[src/rtl/biu_arb_pkg.sv]
// Shared definitions for the bus interface unit arbiter: source IDs, bus
// commands and arbitration mode constants.
package biu_arb_pkg;

  typedef enum logic {
    SRC_IFETCH = 1'b0,
    SRC_LDST   = 1'b1
  } src_e;

  typedef enum logic {
    BUS_CMD_READ  = 1'b0,
    BUS_CMD_WRITE = 1'b1
  } bus_cmd_e;

  localparam int ARB_FIXED = 0;
  localparam int ARB_RR    = 1;

  localparam int SRC_W = $bits(src_e);

endpackage

[src/rtl/biu_ord_fifo.sv]
// Order FIFO remembering which source issued each outstanding bus request,
// so in-order bus responses can be steered back to the right requester.
module biu_ord_fifo #(
  parameter int WIDTH = 1,
  parameter int DEPTH = 4
) (
  input  logic                       clk,
  input  logic                       rst_n,
  input  logic                       push,
  input  logic [WIDTH-1:0]           push_data,
  input  logic                       pop,
  output logic [WIDTH-1:0]           pop_data,
  output logic                       full,
  output logic                       empty,
  output logic [$clog2(DEPTH+1)-1:0] count
);

  localparam int PTR_W = $clog2(DEPTH);
  localparam int CNT_W = $clog2(DEPTH + 1);

  logic [WIDTH-1:0] mem [DEPTH];
  logic [PTR_W-1:0] wr_ptr;
  logic [PTR_W-1:0] rd_ptr;
  logic [CNT_W-1:0] cnt;
  logic             push_ok;
  logic             pop_ok;

  assign full     = (cnt == CNT_W'(DEPTH));
  assign empty    = (cnt == '0);
  assign count    = cnt;
  assign pop_data = mem[rd_ptr];
  assign push_ok  = push && !full;
  assign pop_ok   = pop && !empty;

  // DEPTH is a power of two, so the pointers wrap naturally.
  always_ff @(posedge clk or negedge rst_n) begin
    if (!rst_n) begin
      wr_ptr <= '0;
      rd_ptr <= '0;
      cnt    <= '0;
    end else begin
      if (push_ok) wr_ptr <= wr_ptr + 1'b1;
      if (pop_ok)  rd_ptr <= rd_ptr + 1'b1;
      case ({push_ok, pop_ok})
        2'b10:   cnt <= cnt + 1'b1;
        2'b01:   cnt <= cnt - 1'b1;
        default: cnt <= cnt;
      endcase
    end
  end

  always_ff @(posedge clk) begin
    if (push_ok) mem[wr_ptr] <= push_data;
  end

endmodule

[src/rtl/biu_arb.sv]
// Arbitrates instruction-fetch and load/store requests onto one in-order bus
// and routes the responses back by source, with no added latency.
module biu_arb
  import biu_arb_pkg::*;
#(
  parameter int ADDR_W    = 32,
  parameter int DATA_W    = 32,
  parameter int OST_DEPTH = 4,
  parameter int ARB_MODE  = 1
) (
  input  logic                           clk,
  input  logic                           rst_n,
  input  logic                           ifetch_req_vld,
  output logic                           ifetch_req_rdy,
  input  logic [ADDR_W-1:0]              ifetch_req_pc,
  output logic                           ifetch_rsp_vld,
  output logic [DATA_W-1:0]              ifetch_rsp_ir,
  input  logic                           ifetch_rsp_rdy,
  input  logic                           ldst_req_vld,
  output logic                           ldst_req_rdy,
  input  logic                           ldst_req_wr,
  input  logic [ADDR_W-1:0]              ldst_req_addr,
  input  logic [DATA_W-1:0]              ldst_req_wdata,
  input  logic [DATA_W/8-1:0]            ldst_req_strb,
  output logic                           ldst_rsp_vld,
  output logic [DATA_W-1:0]              ldst_rsp_rdata,
  input  logic                           ldst_rsp_rdy,
  output logic                           bti_req_vld,
  input  logic                           bti_req_rdy,
  output bus_cmd_e                       bti_req_pkt_cmd,
  output logic [ADDR_W-1:0]              bti_req_pkt_addr,
  output logic [DATA_W-1:0]              bti_req_pkt_data,
  output logic [DATA_W/8-1:0]            bti_req_pkt_strb,
  input  logic                           bti_rsp_vld,
  input  logic [DATA_W-1:0]              bti_rsp_pkt_data,
  output logic                           bti_rsp_rdy,
  output logic [$clog2(OST_DEPTH+1)-1:0] ost_cnt
);

  src_e             sel_src;
  logic             sel_vld;
  logic             lock_q;
  src_e             lock_src_q;
  logic             rr_pref_ldst_q;
  logic             fifo_full;
  logic             fifo_empty;
  logic [SRC_W-1:0] head_data;
  src_e             head_src;
  logic             req_acc;
  logic             rsp_acc;
  logic             rsp_active;

  // A stalled request keeps its grant so the bus sees a stable packet.
  always_comb begin
    sel_src = SRC_IFETCH;
    if (lock_q) begin
      sel_src = lock_src_q;
    end else if (ifetch_req_vld && ldst_req_vld) begin
      if (ARB_MODE == ARB_FIXED) sel_src = SRC_LDST;
      else                       sel_src = rr_pref_ldst_q ? SRC_LDST : SRC_IFETCH;
    end else if (ldst_req_vld) begin
      sel_src = SRC_LDST;
    end
  end

  assign sel_vld     = (sel_src == SRC_LDST) ? ldst_req_vld : ifetch_req_vld;
  assign bti_req_vld = rst_n && sel_vld && !fifo_full;
  assign req_acc     = bti_req_vld && bti_req_rdy;

  assign ifetch_req_rdy = rst_n && (sel_src == SRC_IFETCH) && bti_req_rdy && !fifo_full;
  assign ldst_req_rdy   = rst_n && (sel_src == SRC_LDST) && bti_req_rdy && !fifo_full;

  always_comb begin
    bti_req_pkt_cmd  = BUS_CMD_READ;
    bti_req_pkt_addr = ifetch_req_pc;
    bti_req_pkt_data = '0;
    bti_req_pkt_strb = '1;
    if (sel_src == SRC_LDST) begin
      bti_req_pkt_cmd  = ldst_req_wr ? BUS_CMD_WRITE : BUS_CMD_READ;
      bti_req_pkt_addr = ldst_req_addr;
      bti_req_pkt_data = ldst_req_wdata;
      bti_req_pkt_strb = ldst_req_strb;
    end
  end

  // The round-robin preference only moves when the bus actually takes a request.
  always_ff @(posedge clk or negedge rst_n) begin
    if (!rst_n) begin
      lock_q         <= 1'b0;
      lock_src_q     <= SRC_IFETCH;
      rr_pref_ldst_q <= 1'b1;
    end else begin
      lock_q <= bti_req_vld && !bti_req_rdy;
      if (bti_req_vld && !bti_req_rdy) lock_src_q <= sel_src;
      if (req_acc) rr_pref_ldst_q <= (sel_src == SRC_IFETCH);
    end
  end

  assign head_src   = src_e'(head_data);
  assign rsp_active = rst_n && !fifo_empty;

  // Responses with nothing outstanding are left on the bus, never acknowledged.
  assign ifetch_rsp_vld = rsp_active && (head_src == SRC_IFETCH) && bti_rsp_vld;
  assign ldst_rsp_vld   = rsp_active && (head_src == SRC_LDST) && bti_rsp_vld;
  assign bti_rsp_rdy    = rsp_active &&
                          ((head_src == SRC_IFETCH) ? ifetch_rsp_rdy : ldst_rsp_rdy);
  assign rsp_acc        = bti_rsp_vld && bti_rsp_rdy;
  assign ifetch_rsp_ir  = bti_rsp_pkt_data;
  assign ldst_rsp_rdata = bti_rsp_pkt_data;

  biu_ord_fifo #(
    .WIDTH (SRC_W),
    .DEPTH (OST_DEPTH)
  ) u_ord_fifo (
    .clk       (clk),
    .rst_n     (rst_n),
    .push      (req_acc),
    .push_data (sel_src),
    .pop       (rsp_acc),
    .pop_data  (head_data),
    .full      (fifo_full),
    .empty     (fifo_empty),
    .count     (ost_cnt)
  );

endmodule
[config.mk]
export PLATFORM = sky130hd
export DESIGN_NAME = biu_arb
export DESIGN_NICKNAME = d
export VERILOG_FILES = /design/src/rtl/biu_arb_pkg.sv /design/src/rtl/biu_ord_fifo.sv /design/src/rtl/biu_arb.sv
export SDC_FILE = /design/constraint.sdc
export NUM_CORES = 1
export LEC_CHECK = 0
export ABC_AREA = 1
export CORE_AREA = 3 3 109 111
export DETAILED_ROUTE_END_ITERATION = 6
export DIE_AREA = 0 0 112 114
export PLACE_DENSITY = 0.62
export SYNTH_ARGS = -nofsm -noshare
export SYNTH_HDL_FRONTEND = slang
export SYNTH_HIERARCHICAL = 1
export SYNTH_SLANG_ARGS = --single-unit
[constraint.sdc]
create_clock -name clk -period 5.1 [get_ports clk]
set_input_delay 0.51 -clock clk [delete_from_list [all_inputs] [get_ports clk]]
set_output_delay 0.51 -clock clk [all_outputs]
set_load 0.05 [all_outputs]
==> impl_metrics.ini <==
[clock_tree]
tritoncts = yes
postCtsHoldBufs = 0
cts.repair.resized = 0
postCtsSetupRepairBufs = 0
htreeDepth = 1
root_buffer = clkbuf_8
clkTransAtPathRegs_ns = 0.06
clkLatencyLatePin_ns = 0.24
clockBufferDepth = 2
cts_inserted_buffers = 3
clock-sinks = 14

[power_and_ir_drop]
ir_drop_uv = 207
powerDensity_nw_per_um2 = 380
p_total_w = 0.00137
leakage_nw = 1.78
power.internal_w = 0.000577
switching_share = 0.579
power_switching_w = 0.000795
clock_power_share = 0.067
pwr-share-comb = 0.792
seqPwrFrac = 0.141

[global_route]
grt_pass1_vias = 2403
met3_usage = 0.0557
grt_pass1_wl_mm = 11.7
grt_overflow = 0
antenna_found_initial = 0
use_met1 = 0.114
grt_usage = 0.112
grt_max_degree = 43
grt-busiest-layer = met2
use_met2 = 0.203

[final_layout]
final_util = 0.331
syn_to_final_growth_pct = 75.5
nFillCells = 1154
fin_nets = 618
postLayoutCellArea_um2 = 3610
multi_input_area_um2 = 911
diodes = 0
regArea_um2 = 372
drive_above_1_share = 0.0362

[worst_setup_path]
path_class = in -> out
end_kind = primary output
path_common_cell = nand2_1
critPathRequiredTime_ns = 4.59
worst_setup_path_start_kind = primary input
slowest_stage = clkdlybuf4s50_1
cp_max_fo = 42
critPathMaxStageDelay_ns = 0.81
cp.arrival_ns = 3.36
crit_chain = clkdlybuf4s50_1 -> nand2_1 -> nand2_2 -> nand2_4 -> inv_2 -> buf_4 -> nand2_1 -> nand2_1 -> clkdlybuf4s50_1

[timing]
hold_viol = 0
skew_ns = 0.00127
max-slew-margin-rel = 0.606
max_freq_ghz = 0.258
rsz0062_at_grt = false
min_period_ns = 3.87
setup-violations-final = 0
drv_slew = 0
period_share = 0.760
tightest_slew_ns = 0.590
setup_ws_ns = 1.23
fin_tns_setup_ns = 0

[route]
drc = 0
wl_mm = 8.00
initialDrtViolationCount = 79
postRouteAntennaNets = 0
firstDrtPassIters = 4
drt-wirelength-per-cell_um = 13.1
routed_via_density = 3.86
vias = 2355

[die]
fp.dieW_um = 112
io_pins = 283
start_util = 0.189
core_um2 = 10900
dieHeight_um = 114
rows = 38
dieArea_um2 = 12800

[place]
place_congestion = 0.797
portBuffers = 186
placed_cell_area_um2 = 3560
dp_hpwl_mm = 6.78
dp_slack_ns = 1.17

[logic_synthesis]
ys_types = 27
ys_seq_area_frac = 0.181
syn_area_per_cell_um2 = 5.82
syn_area_um2 = 2060
ys_seq_elements = 14
synth_nets = 500
syn_inst = 353
synth-warning-count = 6

[flow_run]
maxCapViolCount = 0

[outcome]
status = complete, no violations

[hold_path]
min_path_type = reg -> reg
[state kept, by name, indices dropped and copies added, names as in the netlist]
register	count
rr_pref_ldst_q	1
u_ord_fifo/mem	4
lock_q	1
u_ord_fifo/rd_ptr	2
u_ord_fifo/wr_ptr	2
u_ord_fifo/count	3
lock_src_q	1
[per-layer routing]
metal | up-vias | share of wire
li1 | 1202 | -
met1 | 997 | 0.35
met2 | 131 | 0.50
met3 | 25 | 0.13
met4 | 0 | 0.018
met5 | - | 0
[cell usage after synthesis]
| cell type | count | share of area |
|---|---|---|
| nand2_1 | 126 | 0.23 |
| buf_4 | 64 | 0.23 |
| inv_1 | 59 | 0.11 |
| nor2_1 | 37 | 0.068 |
| buf_2 | 9 | 0.022 |
| dfrtp_1 | 9 | 0.11 |
| nand3_1 | 8 | 0.019 |
| ha_1 | 5 | 0.030 |
| edfxtp_1 | 4 | 0.058 |
| inv_2 | 4 | 0.0073 |
| nand4_1 | 4 | 0.012 |
| or2_1 | 3 | 0.0091 |
| nand2_2 | 2 | 0.0061 |
| nand2_4 | 2 | 0.011 |
| nand3_2 | 2 | 0.0097 |
| nor3_1 | 2 | 0.0049 |
| nor4_1 | 2 | 0.0061 |
| o211ai_1 | 2 | 0.0073 |
| a211oi_1 | 1 | 0.0037 |
| and2_1 | 1 | 0.0030 |
| buf_6 | 1 | 0.0055 |
| dfstp_2 | 1 | 0.013 |
| fa_1 | 1 | 0.0097 |
| nor2_2 | 1 | 0.0030 |
| o21ai_0 | 1 | 0.0024 |
| or2_2 | 1 | 0.0030 |
| xnor2_1 | 1 | 0.0043 |
[placed cells by master (no fill, tap or decap), drive strengths merged, types with 3 or more instances in the layout]
master         instances
nand3                 10
nand4                  4
or2                    4
nor2                  38
clkbuf                 3
ha                     5
nand2                130
clkdlybuf4s50        186
inv                   63
dfrtp                  9
edfxtp                 4
[stage by stage]
step	std cells	hold slack (ns)
after CTS	610	0.473
after global routing	610	0.509
after detailed placement	606	0.464
final	610	0.473
after global placement	606	0.455
after floorplan	353	0.214
[final timing paths]
check	start	to	slack, ns	cells after the start
hold / removal	rr_pref_ldst_q	rr_pref_ldst_q	0.47	2
max in group asynchronous	rst_n	u_ord_fifo/rd_ptr[0]	4.07	1
setup reg to reg	u_ord_fifo/rd_ptr[0]	u_ord_fifo/count[2]	2.42	17
setup / recovery	ifetch_req_vld	bti_req_pkt_addr[9]	1.23	9
hold reg to reg	rr_pref_ldst_q	rr_pref_ldst_q	0.47	2
min in group asynchronous	rst_n	u_ord_fifo/wr_ptr[1]	0.64	1
[worst max-delay path, delay by kind of cell]
| family | cells | cell delay (ns) |
|---|---|---|
| buffers and inverters | 4 | 2.26 |
| and+or+nand+nor | 5 | 0.57 |
[cell type report]
| class | count | share of cell area |
|---|---|---|
| sequential | 14 | 0.103 |
| timing repair buffer | 187 | 0.518 |
| clock buffer | 3 | 0.0114 |
| inverter | 63 | 0.0655 |
| clock inverter | 1 | 0.00104 |
| multi-input combinational | 202 | 0.252 |
| tap | 140 | 0.0485 |
[cells by family (layout without fill, tap and decap cells)]
logic type	after synthesis	count (layout)	share of synthesized area
and+or+nand+nor	191	191	0.385
buffers and inverters	137	254	0.376
DFF	14	14	0.181
adders and majority gates	6	6	0.0402
AOI/OAI and AO/OA	4	4	0.0134
xor gates and xnor gates	1	1	0.00426
[power groups by stage]
stage | registers [W] | logic [W] | clock network [W]
final | 0.000193 | 0.00109 | 0.0000921
after CTS | 0.000192 | 0.00110 | 0.0000954
after detailed placement | 0.000193 | 0.00109 | 0
after global routing | 0.000198 | 0.00116 | 0.000100
after floorplan | 0.000226 | 0.000811 | 0
after global placement | 0.000192 | 0.00108 | 0
Note: power is estimated with default switching activity, not from simulation.
